--- config.mk ---
export PLATFORM = sky130hd
export DESIGN_NAME = intersection_ctrl
export DESIGN_NICKNAME = d
export VERILOG_FILES = /design/src/rtl/intersection_ctrl.sv
export SDC_FILE = /design/constraint.sdc
export NUM_CORES = 1
export LEC_CHECK = 0
export BUFFER_PORTS_ARGS = -buffer_cell sky130_fd_sc_hd__buf_2
export CORE_ASPECT_RATIO = 1.25
export CORE_MARGIN = 3
export CORE_UTILIZATION = 55
export DETAILED_ROUTE_END_ITERATION = 10
export PLACE_DENSITY = 0.82
export SETUP_SLACK_MARGIN = 0.2
export SLEW_MARGIN = 10
export SYNTH_ARGS = -nofsm -noshare
export SYNTH_HDL_FRONTEND = slang
export SYNTH_SLANG_ARGS = --single-unit
--- constraint.sdc ---
create_clock -name clk -period 4.16 [get_ports clk]
set_input_delay 0.832 -clock clk [delete_from_list [all_inputs] [get_ports clk]]
set_output_delay 0.832 -clock clk [all_outputs]
set_load 0.02 [all_outputs]
--- src/rtl/intersection_ctrl.sv ---
// intersection_ctrl: two-road traffic light sequencer with all-red clearance,
// latched pedestrian requests served as an exclusive walk phase, and a
// remaining-seconds countdown for the 7-segment display path.
`timescale 1ns/1ps
module intersection_ctrl #(
    parameter int CLK_FREQ = 10000000,
    parameter int TICK_DIV = CLK_FREQ,
    parameter int GREEN_T  = 15,
    parameter int YELLOW_T = 3,
    parameter int ALLRED_T = 1,
    parameter int WALK_T   = 8
) (
    input  logic       clk,
    input  logic       rst_n,
    input  logic       en,
    input  logic       ped_req,
    output logic       ped_ack,
    output logic       ns_red,
    output logic       ns_yellow,
    output logic       ns_green,
    output logic       ew_red,
    output logic       ew_yellow,
    output logic       ew_green,
    output logic       walk,
    output logic [2:0] phase,
    output logic [5:0] remain
);

    localparam int DIV_W = (TICK_DIV > 1) ? $clog2(TICK_DIV) : 1;
    localparam logic [DIV_W-1:0] DIV_LAST = DIV_W'(TICK_DIV - 1);
    localparam logic [DIV_W-1:0] DIV_ZERO = DIV_W'(0);
    localparam logic [DIV_W-1:0] DIV_ONE  = DIV_W'(1);
    localparam logic [5:0] GREEN_L  = 6'(GREEN_T);
    localparam logic [5:0] YELLOW_L = 6'(YELLOW_T);
    localparam logic [5:0] ALLRED_L = 6'(ALLRED_T);
    localparam logic [5:0] WALK_L   = 6'(WALK_T);

    typedef enum logic [2:0] {
        AR_A = 3'd0,
        NS_G = 3'd1,
        NS_Y = 3'd2,
        AR_B = 3'd3,
        EW_G = 3'd4,
        EW_Y = 3'd5,
        WALK = 3'd6
    } state_e;

    // Held as a plain vector so that the illegal encoding 7 is representable.
    logic [2:0]       state_q,    state_d;
    logic [5:0]       remain_q,   remain_d;
    logic [DIV_W-1:0] div_cnt_q,  div_cnt_d;
    logic             ped_pend_q, ped_pend_d;
    logic             nxt_ew_q,   nxt_ew_d;
    logic             ped_ack_q,  ped_ack_d;
    logic             tick_s;
    logic             expire_s;
    logic             walk_entry_s;

    // State, countdown, divider and pedestrian bookkeeping registers.
    always_ff @(posedge clk or negedge rst_n) begin
        if (!rst_n) begin
            state_q    <= AR_A;
            remain_q   <= ALLRED_L;
            div_cnt_q  <= DIV_ZERO;
            ped_pend_q <= 1'b0;
            nxt_ew_q   <= 1'b0;
            ped_ack_q  <= 1'b0;
        end else begin
            state_q    <= state_d;
            remain_q   <= remain_d;
            div_cnt_q  <= div_cnt_d;
            ped_pend_q <= ped_pend_d;
            nxt_ew_q   <= nxt_ew_d;
            ped_ack_q  <= ped_ack_d;
        end
    end

    // Tick divider, countdown and phase sequencing.
    always_comb begin
        state_d      = state_q;
        remain_d     = remain_q;
        nxt_ew_d     = nxt_ew_q;
        walk_entry_s = 1'b0;
        div_cnt_d    = div_cnt_q;

        tick_s   = en && (div_cnt_q == DIV_LAST);
        // remain==0 is unreachable; treating it like 1 avoids a wrap to 63.
        expire_s = tick_s && (remain_q <= 6'd1);

        if (!en) begin
            div_cnt_d = div_cnt_q;
        end else if (div_cnt_q == DIV_LAST) begin
            div_cnt_d = DIV_ZERO;
        end else begin
            div_cnt_d = div_cnt_q + DIV_ONE;
        end

        if (tick_s && (remain_q > 6'd1)) begin
            remain_d = remain_q - 6'd1;
        end else begin
            remain_d = remain_q;
        end

        case (state_q)
            AR_A, AR_B: begin
                if (expire_s && ped_pend_q) begin
                    state_d      = WALK;
                    remain_d     = WALK_L;
                    nxt_ew_d     = (state_q == AR_B);
                    walk_entry_s = 1'b1;
                end else if (expire_s) begin
                    state_d  = (state_q == AR_B) ? EW_G : NS_G;
                    remain_d = GREEN_L;
                end else begin
                    state_d = state_q;
                end
            end
            NS_G, EW_G: begin
                if (expire_s) begin
                    state_d  = (state_q == EW_G) ? EW_Y : NS_Y;
                    remain_d = YELLOW_L;
                end else begin
                    state_d = state_q;
                end
            end
            NS_Y, EW_Y: begin
                if (expire_s) begin
                    state_d  = (state_q == EW_Y) ? AR_A : AR_B;
                    remain_d = ALLRED_L;
                end else begin
                    state_d = state_q;
                end
            end
            WALK: begin
                if (expire_s) begin
                    state_d  = nxt_ew_q ? EW_G : NS_G;
                    remain_d = GREEN_L;
                end else begin
                    state_d = state_q;
                end
            end
            default: begin
                state_d  = AR_A;
                remain_d = ALLRED_L;
            end
        endcase

        // Entry into WALK clears the request even if ped_req is high that cycle.
        if (walk_entry_s) begin
            ped_pend_d = 1'b0;
        end else begin
            ped_pend_d = ped_pend_q | ped_req;
        end
        ped_ack_d = walk_entry_s;
    end

    // Lamp decode straight from the state register.
    always_comb begin
        ns_red    = 1'b1;
        ns_yellow = 1'b0;
        ns_green  = 1'b0;
        ew_red    = 1'b1;
        ew_yellow = 1'b0;
        ew_green  = 1'b0;
        walk      = 1'b0;
        case (state_q)
            NS_G: begin
                ns_red   = 1'b0;
                ns_green = 1'b1;
            end
            NS_Y: begin
                ns_red    = 1'b0;
                ns_yellow = 1'b1;
            end
            EW_G: begin
                ew_red   = 1'b0;
                ew_green = 1'b1;
            end
            EW_Y: begin
                ew_red    = 1'b0;
                ew_yellow = 1'b1;
            end
            WALK: begin
                walk = 1'b1;
            end
            default: begin
                walk = 1'b0;
            end
        endcase
    end

    assign phase   = state_q;
    assign remain  = remain_q;
    assign ped_ack = ped_ack_q;

endmodule

Word-level counts from Yosys, hierarchy flattened:

Index checks and enable logic that the tools add are counted.

* bits in registers: 36
* latch bits: 0
* RAM bits: 0
* ROM bits: 0
* input port bits: 4
* logic and storage cells: 61
* memories: 0

* add/subtract/negate cells: 2
* $mul: 0
* div/mod/pow operators: 0
* $lt $le $gt $ge: 2
* equality and inequality tests: 11
* shifts and indexed selects: 0
* multiplexer cells: 27
* bitwise gates (word level): 1
* reductions and logical operators: 12

Operator list (count)
* $mux W6: 5
* $add A24 B1 Y24 const B: 1
* $eq A24 B24 Y1 const B: 1
* $mux W24: 1
* $mux W3: 8
* $pmux W6 S4: 1
* $pmux W3 S4: 1
* $mux W1: 10
* $reduce_or A2 Y1: 5
* $eq A3 B3 Y1 const B: 3
* $eq A3 B2 Y1 const B: 2
* $gt A6 B1 Y1 const B: 1
* $le A6 B1 Y1 const B: 1
* $ne A2 B2 Y1 const B: 3
* $sub A6 B1 Y6 const B: 1
* $logic_and A1 B1 Y1: 4
* $reduce_and A4 Y1: 1
* $eq A3 B1 Y1 const B: 1
* $logic_not A3 Y1: 1
* $ne A3 B3 Y1 const B: 1
* $mux W2: 1
* $reduce_and A2 Y1: 1
* $or A1 B1 Y1: 1

Logic depth before layout (Yosys ltp):

Gate-level depths: netlist of the first run.

* word-level depth: 7
* gate-level depth with buffers: 8
* mapped depth without buffers: 7

Worst setup path after synthesis of the first run:

OpenSTA, ideal clock, no wires.

* kind: register to output
* start point: reg state_q[0] (netlist: phase[0])
* end point: out ns_red
* arrival time: 1.517 ns
* data required time: 3.328 ns
* slack: 1.811 ns
* stages on the path, launching flop included: 4
* path buffers: 1
* cell sequence: dfrtp_1 clkbuf_1 nor3_1 nor2_1

* cells in the longest elaborated chain, start to end: 3
* elaborated cells on any way between the ends: 4

Ends and longest elaborated chain
* start: declaration: line 49 `logic [2:0] state_q, state_d;`
* start signal: assignment: line 69 `state_q <= state_d;`
* $eq A3 B2 Y1 / $eq A3 B1 Y1 (equally long branches): line 166 `case (state_q)`
* $reduce_or A2 Y1 (no source line) *
* $mux W1 *: line 166
* end: declaration: line 18 `output logic ns_red,`

Every way passes the cells marked *; elsewhere a longest branch is shown, timed or not.

Worst setup path in the final report of the first run:

* start point: reg state_q[1] (netlist: phase[1])
* end point: out ns_red

The elaborated chain is that of the path after synthesis.

==> results of run 1 <==
worst min path at each step:
stage | start | endpoint | slack [ps]
finish | div_cnt_q[6]$_DFFE_PN0P_ | div_cnt_q[6]$_DFFE_PN0P_ | 480
global route | div_cnt_q[23]$_DFFE_PN0P_ | div_cnt_q[23]$_DFFE_PN0P_ | 520
CTS | div_cnt_q[6]$_DFFE_PN0P_ | div_cnt_q[6]$_DFFE_PN0P_ | 480
detailed placement | div_cnt_q[6]$_DFFE_PN0P_ | div_cnt_q[6]$_DFFE_PN0P_ | 470
global placement | div_cnt_q[6]$_DFFE_PN0P_ | div_cnt_q[6]$_DFFE_PN0P_ | 460
floorplan | div_cnt_q[6]$_DFFE_PN0P_ | div_cnt_q[6]$_DFFE_PN0P_ | 440
area by class of cell:
cell class	instances	area, µm²
multi-input cells	163	1030
fillers	291	1090
well taps	37	46.3
clock inverters	1	30.0
clock buffers	7	96.3
flip-flops and latches	36	902
inverters	11	41.3
repair buffers	21	108
registers in the layout, indices dropped and copies added (netlist names):
| name | count |
|---|---|
| remain | 6 |
| div_cnt_q | 24 |
| phase | 3 |
| nxt_ew_q | 1 |
| ped_ack | 1 |
| ped_pend_q | 1 |
cell families (layout without fill, tap and decap cells):
| kind of cell | after synthesis | after routing | synth area share |
|---|---|---|---|
| xor gates and xnor gates | 20 | 20 | 0.0874 |
| and+or+nand+nor | 104 | 104 | 0.282 |
| AOI/OAI and AO/OA | 33 | 33 | 0.109 |
| buffers and inverters | 19 | 40 | 0.0381 |
| muxes | 3 | 3 | 0.0150 |
| adders and majority gates | 3 | 3 | 0.0187 |
| DFF | 36 | 36 | 0.450 |
where the power goes:
| part | leakage [nW] | internal [mW] | total, mW | switching [mW] |
|---|---|---|---|---|
| clock | 0.0645 | 0.212 | 0.342 | 0.130 |
| combinational | 0.514 | 0.0319 | 0.0673 | 0.0354 |
| sequential | 0.468 | 0.382 | 0.413 | 0.0309 |
routing by layer:
| metal | share of wire | wire length (µm) |
|---|---|---|
| met4 | 0.017 | 70 |
| met3 | 0.043 | 173 |
| met1 | 0.45 | 1800 |
| met5 | 0 | 0 |
| met2 | 0.49 | 1980 |
per-stage QoR:
stage | setup WS (ps) | total power [mW]
after floorplan | 1810 | 0.465
after global placement | 1630 | 0.483
after detailed placement | 1580 | 0.488
after CTS | 1780 | 0.828
after global routing | 1670 | 0.857
final | 1780 | 0.822
Yosys cell counts (all sizes together) (4+ instances only):
cell type,n,area [µm²]
xor2,8,70.1
nor3,8,51.3
nand4,5,46.3
nand3,12,60.1
and3,5,31.3
and4,4,37.5
clkbuf,5,20.0
a21oi,12,60.1
inv,11,41.3
nor2,31,116
o21ai,4,20.0
xnor2,12,105
dfrtp,35,876
nand2,22,82.6
critical path: stages, from the launching register on:
cell     delay, ps
dfrtp_1        600
inv_1          180
nor3_1         250
nor2_1          60
buf_2          160
==> metrics.md, run 1 <==
| Metric | Value |
|---|---|
| P per Cell Area | `365 nW/µm²` |
| First-pass GRT wire length | `7050 µm` |
| Max Fclk | `421 MHz` |
| Met3 usage | `0.0562` |
| Peak supply drop | `0.453 mV` |
| Placed cells | `268` |
| CP Capture Type | `output port` |
| Hold Crit Depth | `1` |
| Final worst path period need | `2380 ps` |
| Startpoint types | `register` |
| Post-synthesis sequential area ratio | `0.450` |
| Overall die width | `60.0 µm` |
| Drt wl/cell | `14.6 µm` |
| Final setup skew | `11.2 ps` |
| Congestion Overflow GR | `0` |
| Layout cells sized above 1 | `0.163` |
| Drt drc | `0` |
| Worst-path clk slew | `80 ps` |
| Final Hold Vio Count | `0` |
| CTS tree | `built` |
| Final setup TNS | `0 ps` |
| Count of different cell masters after synthesis | `46` |
| Outcome | `finished clean` |
| CP Max Fanout | `13` |
| Flops & latches, synth | `36` |
| Hold Buf Count CTS | `0` |
| Via density per instance | `5.94` |
| Met2 usage | `0.343` |
| Starting Density | `0.600` |
| Max_slew headroom | `0.473` |
| Crit path to | `ns_red` |
| Vias | `1,639` |
| Syn Area/Cell | `9.19 µm²` |
| Full die area | `4410 µm²` |
| Worst R2R Path Depth | `5` |
| Core ar. | `3340 µm²` |
| Reg-to-reg endpoint | `phase[2]$_DFFE_PN0P_` |
| Layout area overhead | `12.2%` |
| Crit share post-route | `0.571` |
| # clock sinks | `36` |
| Highest-count cells in the layout ignoring fill and taps | `35 x dfrtp_1, 31 x nor2_1, 22 x nand2_1, 20 x buf_2` |
| RSZ-0062 raised after global routing | `no` |
| Total track usage | `0.214` |
| IO Count | `21` |
| ANT nets after route | `0` |
| # setup viols final | `0` |
| Port Buf Inserts | `20` |
| Kind of critical path | `reg2out` |
| Num CTS Buffers | `5` |
| Drt total wl | `4020 µm` |
| GP Congestion | `0.826` |
| Number of gates resized after CTS | `0` |
| Worst skew pair latency | `300 ps` |
| CP startpoint | `phase[1]$_DFFE_PN0P_` |
| Hold WC Path Type | `reg2reg` |
| YS warnings | `0` |
| Number of global-route vias before repair | `1,525` |
| FP Rows | `23` |
| Crit path DAT | `1540 ps` |
| Initial drt markers | `144` |
| Most used routing layer | `met2` |
| Reg2reg setup slack | `1820 ps` |
| Primary FF master, synth | `dfrtp_1` |
| Post-route cell area | `2250 µm²` |
| H-Tree Depth | `2` |
| Post-synth EDFFs | `0` |
| Fin cells | `276` |
| Placed cell areas | `2120 µm²` |
| Fin util | `0.674` |
| Diodes inserted | `0` |
| Layout Nets | `245` |
| Post-CTS setup buffers | `0` |
| Critical Path RT | `3330 ps` |
| Slew Limit Fails | `0` |
| R2r startpoint | `remain[3]$_DFF_PN0_` |
| Root buf cell | `clkbuf_8` |
| Antenna violations before repair | `0` |
| Met1 Use GR | `0.265` |
| Synthesized area | `2000 µm²` |
| Max Cap Viol | `0` |
| CTS max path bufs | `2` |
| Syn_nets | `225` |
| Commonest non-fill, non-tap cell in the layout | `dfrtp_1` |
| LEAKAGE | `1.05 nW` |
| Largest net degree at the start of global routing | `37` |
| Hold_ws | `481 ps` |
| Pre-Repair DR Iteration Count | `4` |
| Worst slew pin tran | `790 ps` |
| Die H | `73.5 µm` |
| Hpwl dp | `2810 µm` |
| Post-Syn Instances | `218` |
| Ys async rst share | `1.00` |
(Power assumes the default switching activity.)
==> run 2, diff against run 1 <==
Clock period 4.16 ns to 2.3 ns, I/O delays scaled along.
==> run 2 against run 1 <==
Net effect: first-iteration DRC count down 16%; total power increased by 79%; non-clock buffer count up 20; critical path depth up 1; global-route usage is essentially flat; cell area is 8.0% higher; sequential cell count is the same; final cell count increased by 7.2%; register-to-register slack lost 1600 ps; combinational power up 90%; die area unchanged; critical endpoint is now remain[5]$_DFF_PN0_; largest cell class unchanged.
==> metrics.md, run 2 (synthesized netlist as in run 1, its figures left out) <==
| Metric | Value |
|---|---|
| Outcome | `finished clean (unchanged)` |
| Initial drt markers | `121 (was 144)` |
| Layout cells sized above 1 | `0.263 (was 0.163)` |
| Critical Path RT | `2510 ps (was 3330 ps)` |
| Final Hold Vio Count | `0 (unchanged)` |
| Core ar. | `3340 µm² (unchanged)` |
| Hold WC Path Type | `in2async (was reg2reg)` |
| Max reg flops | `24 (unchanged)` |
| Critical path's most frequent cell | `or3_1` |
| Drt wl/cell | `14.2 µm (was 14.6 µm)` |
| Most used routing layer | `met2 (unchanged)` |
| Met1 Use GR | `0.270 (was 0.265)` |
| Kind of critical path | `reg2reg (was reg2out)` |
| Full die area | `4410 µm² (unchanged)` |
| Die H | `73.5 µm (unchanged)` |
| Overall die width | `60.0 µm (unchanged)` |
| CTS max path bufs | `2 (unchanged)` |
| Crit share post-route | `0.905` |
| Startpoint types | `register (unchanged)` |
| ANT nets after route | `0 (unchanged)` |
| Drt total wl | `4220 µm (was 4020 µm)` |
| Drt drc | `0 (unchanged)` |
| P per Cell Area | `605 nW/µm² (was 365 nW/µm²)` |
| GP Congestion | `0.871 (was 0.826)` |
| Final worst path period need | `2080 ps` |
| Sequential Power Share | `0.507 (was 0.502)` |
| Hpwl dp | `3000 µm (was 2810 µm)` |
| Worst skew pair latency | `290 ps (was 300 ps)` |
| Clock share of power | `0.406 (was 0.416)` |
| First-pass GRT wire length | `7250 µm (was 7050 µm)` |
| Number of global-route vias before repair | `1,641 (was 1,525)` |
| Largest net degree at the start of global routing | `23 (was 37)` |
| Total track usage | `0.214 (about the same)` |
| CTS tree | `built (unchanged)` |
| LEAKAGE | `1.15 nW (was 1.05 nW)` |
| Peak supply drop | `0.598 mV (was 0.453 mV)` |
| Total Power | `1.47 mW (was 0.822 mW)` |
| Via density per instance | `5.77 (was 5.94)` |
| Root buf cell | `clkbuf_8 (unchanged)` |
| Final setup TNS | `0 ps (unchanged)` |
| FP Rows | `23 (unchanged)` |
| Vias | `1,708 (was 1,639)` |
| Sw Share | `0.228 (was 0.239)` |
| Met3 usage | `0.0492 (was 0.0562)` |
| Antenna violations before repair | `0 (unchanged)` |
| FILL cells | `241 (was 291)` |
| CP Max Fanout | `4 (was 13)` |
| Fin util | `0.728 (was 0.674)` |
| Congestion Overflow GR | `0 (unchanged)` |
| Num CTS Buffers | `5 (unchanged)` |
| Met2 usage | `0.343 (unchanged)` |
| Port Buf Inserts | `20 (unchanged)` |
| # setup viols final | `0 (unchanged)` |
| Pre-Repair DR Iteration Count | `4 (unchanged)` |
| Buffer and inverter count on the worst path | `1 (was 2)` |
| Crit path DAT | `2290 ps (was 1540 ps)` |
| Final setup skew | `4.29 ps (was 11.2 ps)` |
| Combinational share of power | `0.087 (was 0.082)` |
| RSZ-0062 raised after global routing | `yes (was no)` |
| Family with the most delay on the worst path | `simple AND/OR/NAND/NOR gates (was flip-flops)` |
| Top reg by flops | `div_cnt_q (unchanged)` |
| Max Cap Viol | `0 (unchanged)` |
| Slew Limit Fails | `0 (unchanged)` |
| Worst slew pin tran | `432 ps (was 790 ps)` |
| # clock sinks | `36 (unchanged)` |
| Worst-path clk slew | `70 ps (was 80 ps)` |
| CP Capture Type | `register (was output port)` |
| Highest-count cells in the layout ignoring fill and taps | `31 x nor2_1, 31 x dfrtp_1, 22 x nand2_1, 20 x buf_2, 20 x buf_4 (was 35 x dfrtp_1, 31 x nor2_1, 22 x nand2_1, 20 x buf_2)` |
| IO Count | `21 (unchanged)` |
| Diodes inserted | `0 (unchanged)` |
| CP peak stage delay | `500 ps (was 600 ps)` |
| Max_slew headroom | `0.712 (was 0.473)` |
| Layout Nets | `265 (was 245)` |
| Slowest CP cell | `or4b_1 (was dfrtp_1)` |
| Layout area overhead | `21.2% (was 12.2%)` |
| Starting Density | `0.600 (unchanged)` |
| Sw Pwr | `0.335 mW (was 0.197 mW)` |
| Max Fclk | `480 MHz` |
| H-Tree Depth | `2 (unchanged)` |
| Crit path cell chain | `buf_4 -> or3_1 -> or3_1 -> or4b_1 -> a21oi_1 (was inv_1 -> nor3_1 -> nor2_1 -> buf_2)` |
| Hold_ws | `73.1 ps (was 481 ps)` |
| Cell-internal power | `1.14 mW (was 0.625 mW)` |
run 2: power by group through the flow:
stage	clock network [mW]	registers (mW)	logic, mW
6_report	0.597	0.745	0.128
3_5_place_dp	0	0.756	0.130
4_1_cts	0.616	0.745	0.130
2_1_floorplan	0	0.746	0.0946
5_1_grt	0.640	0.757	0.156
3_3_place_gp	0	0.756	0.122
run 2: metal layers:
| metal | routed length [µm] | part of all wire |
|---|---|---|
| met5 | 0 | 0 |
| met4 | 116 | 0.028 |
| met3 | 216 | 0.051 |
| met2 | 2060 | 0.49 |
| met1 | 1830 | 0.43 |
run 2: final timing paths:
kind                       cells after the start                       from                   endpoint  slack [ps]
max                                            5        remain[2]$_DFF_PN0_        remain[5]$_DFF_PN0_         220
min reg2reg                                    1  div_cnt_q[23]$_DFFE_PN0P_  div_cnt_q[23]$_DFFE_PN0P_         480
min in group clk                               3                    ped_req       ped_pend_q$_DFF_PN0_         410
max in group asynchronous                      2                      rst_n  div_cnt_q[14]$_DFFE_PN0P_        1610
max reg2reg                                    5        remain[2]$_DFF_PN0_        remain[5]$_DFF_PN0_         220
min                                            1                      rst_n        remain[1]$_DFF_PN0_          70
run 2: repair_timing:
item,CTS,global route
resized for setup,1,10
buffers inserted,0,10
hold endpoints to repair,0,0
endpoints found under the setup margin,4,12
pin swaps,1,3
hold buffers,0,0
run 2: area by class of cell:
class                      instances  area, µm²  area share
multi-input combinational        163       1050       0.431
sequential                        36        907       0.373
timing repair buffer              41        262       0.108
clock buffer                       7       96.3      0.0396
tap                               37       46.3      0.0191
inverter                          11       41.3      0.0170
clock inverter                     1       30.0      0.0124
run 2: stage by stage:
stage          instances  instance area [µm²]  setup slack (ps)
5_1_grt              296                 2430               180
3_5_place_dp         278                 2200               175
4_1_cts              286                 2330               213
2_1_floorplan        218                 2010               191
6_report             296                 2430               218
3_3_place_gp         278                 2200               200
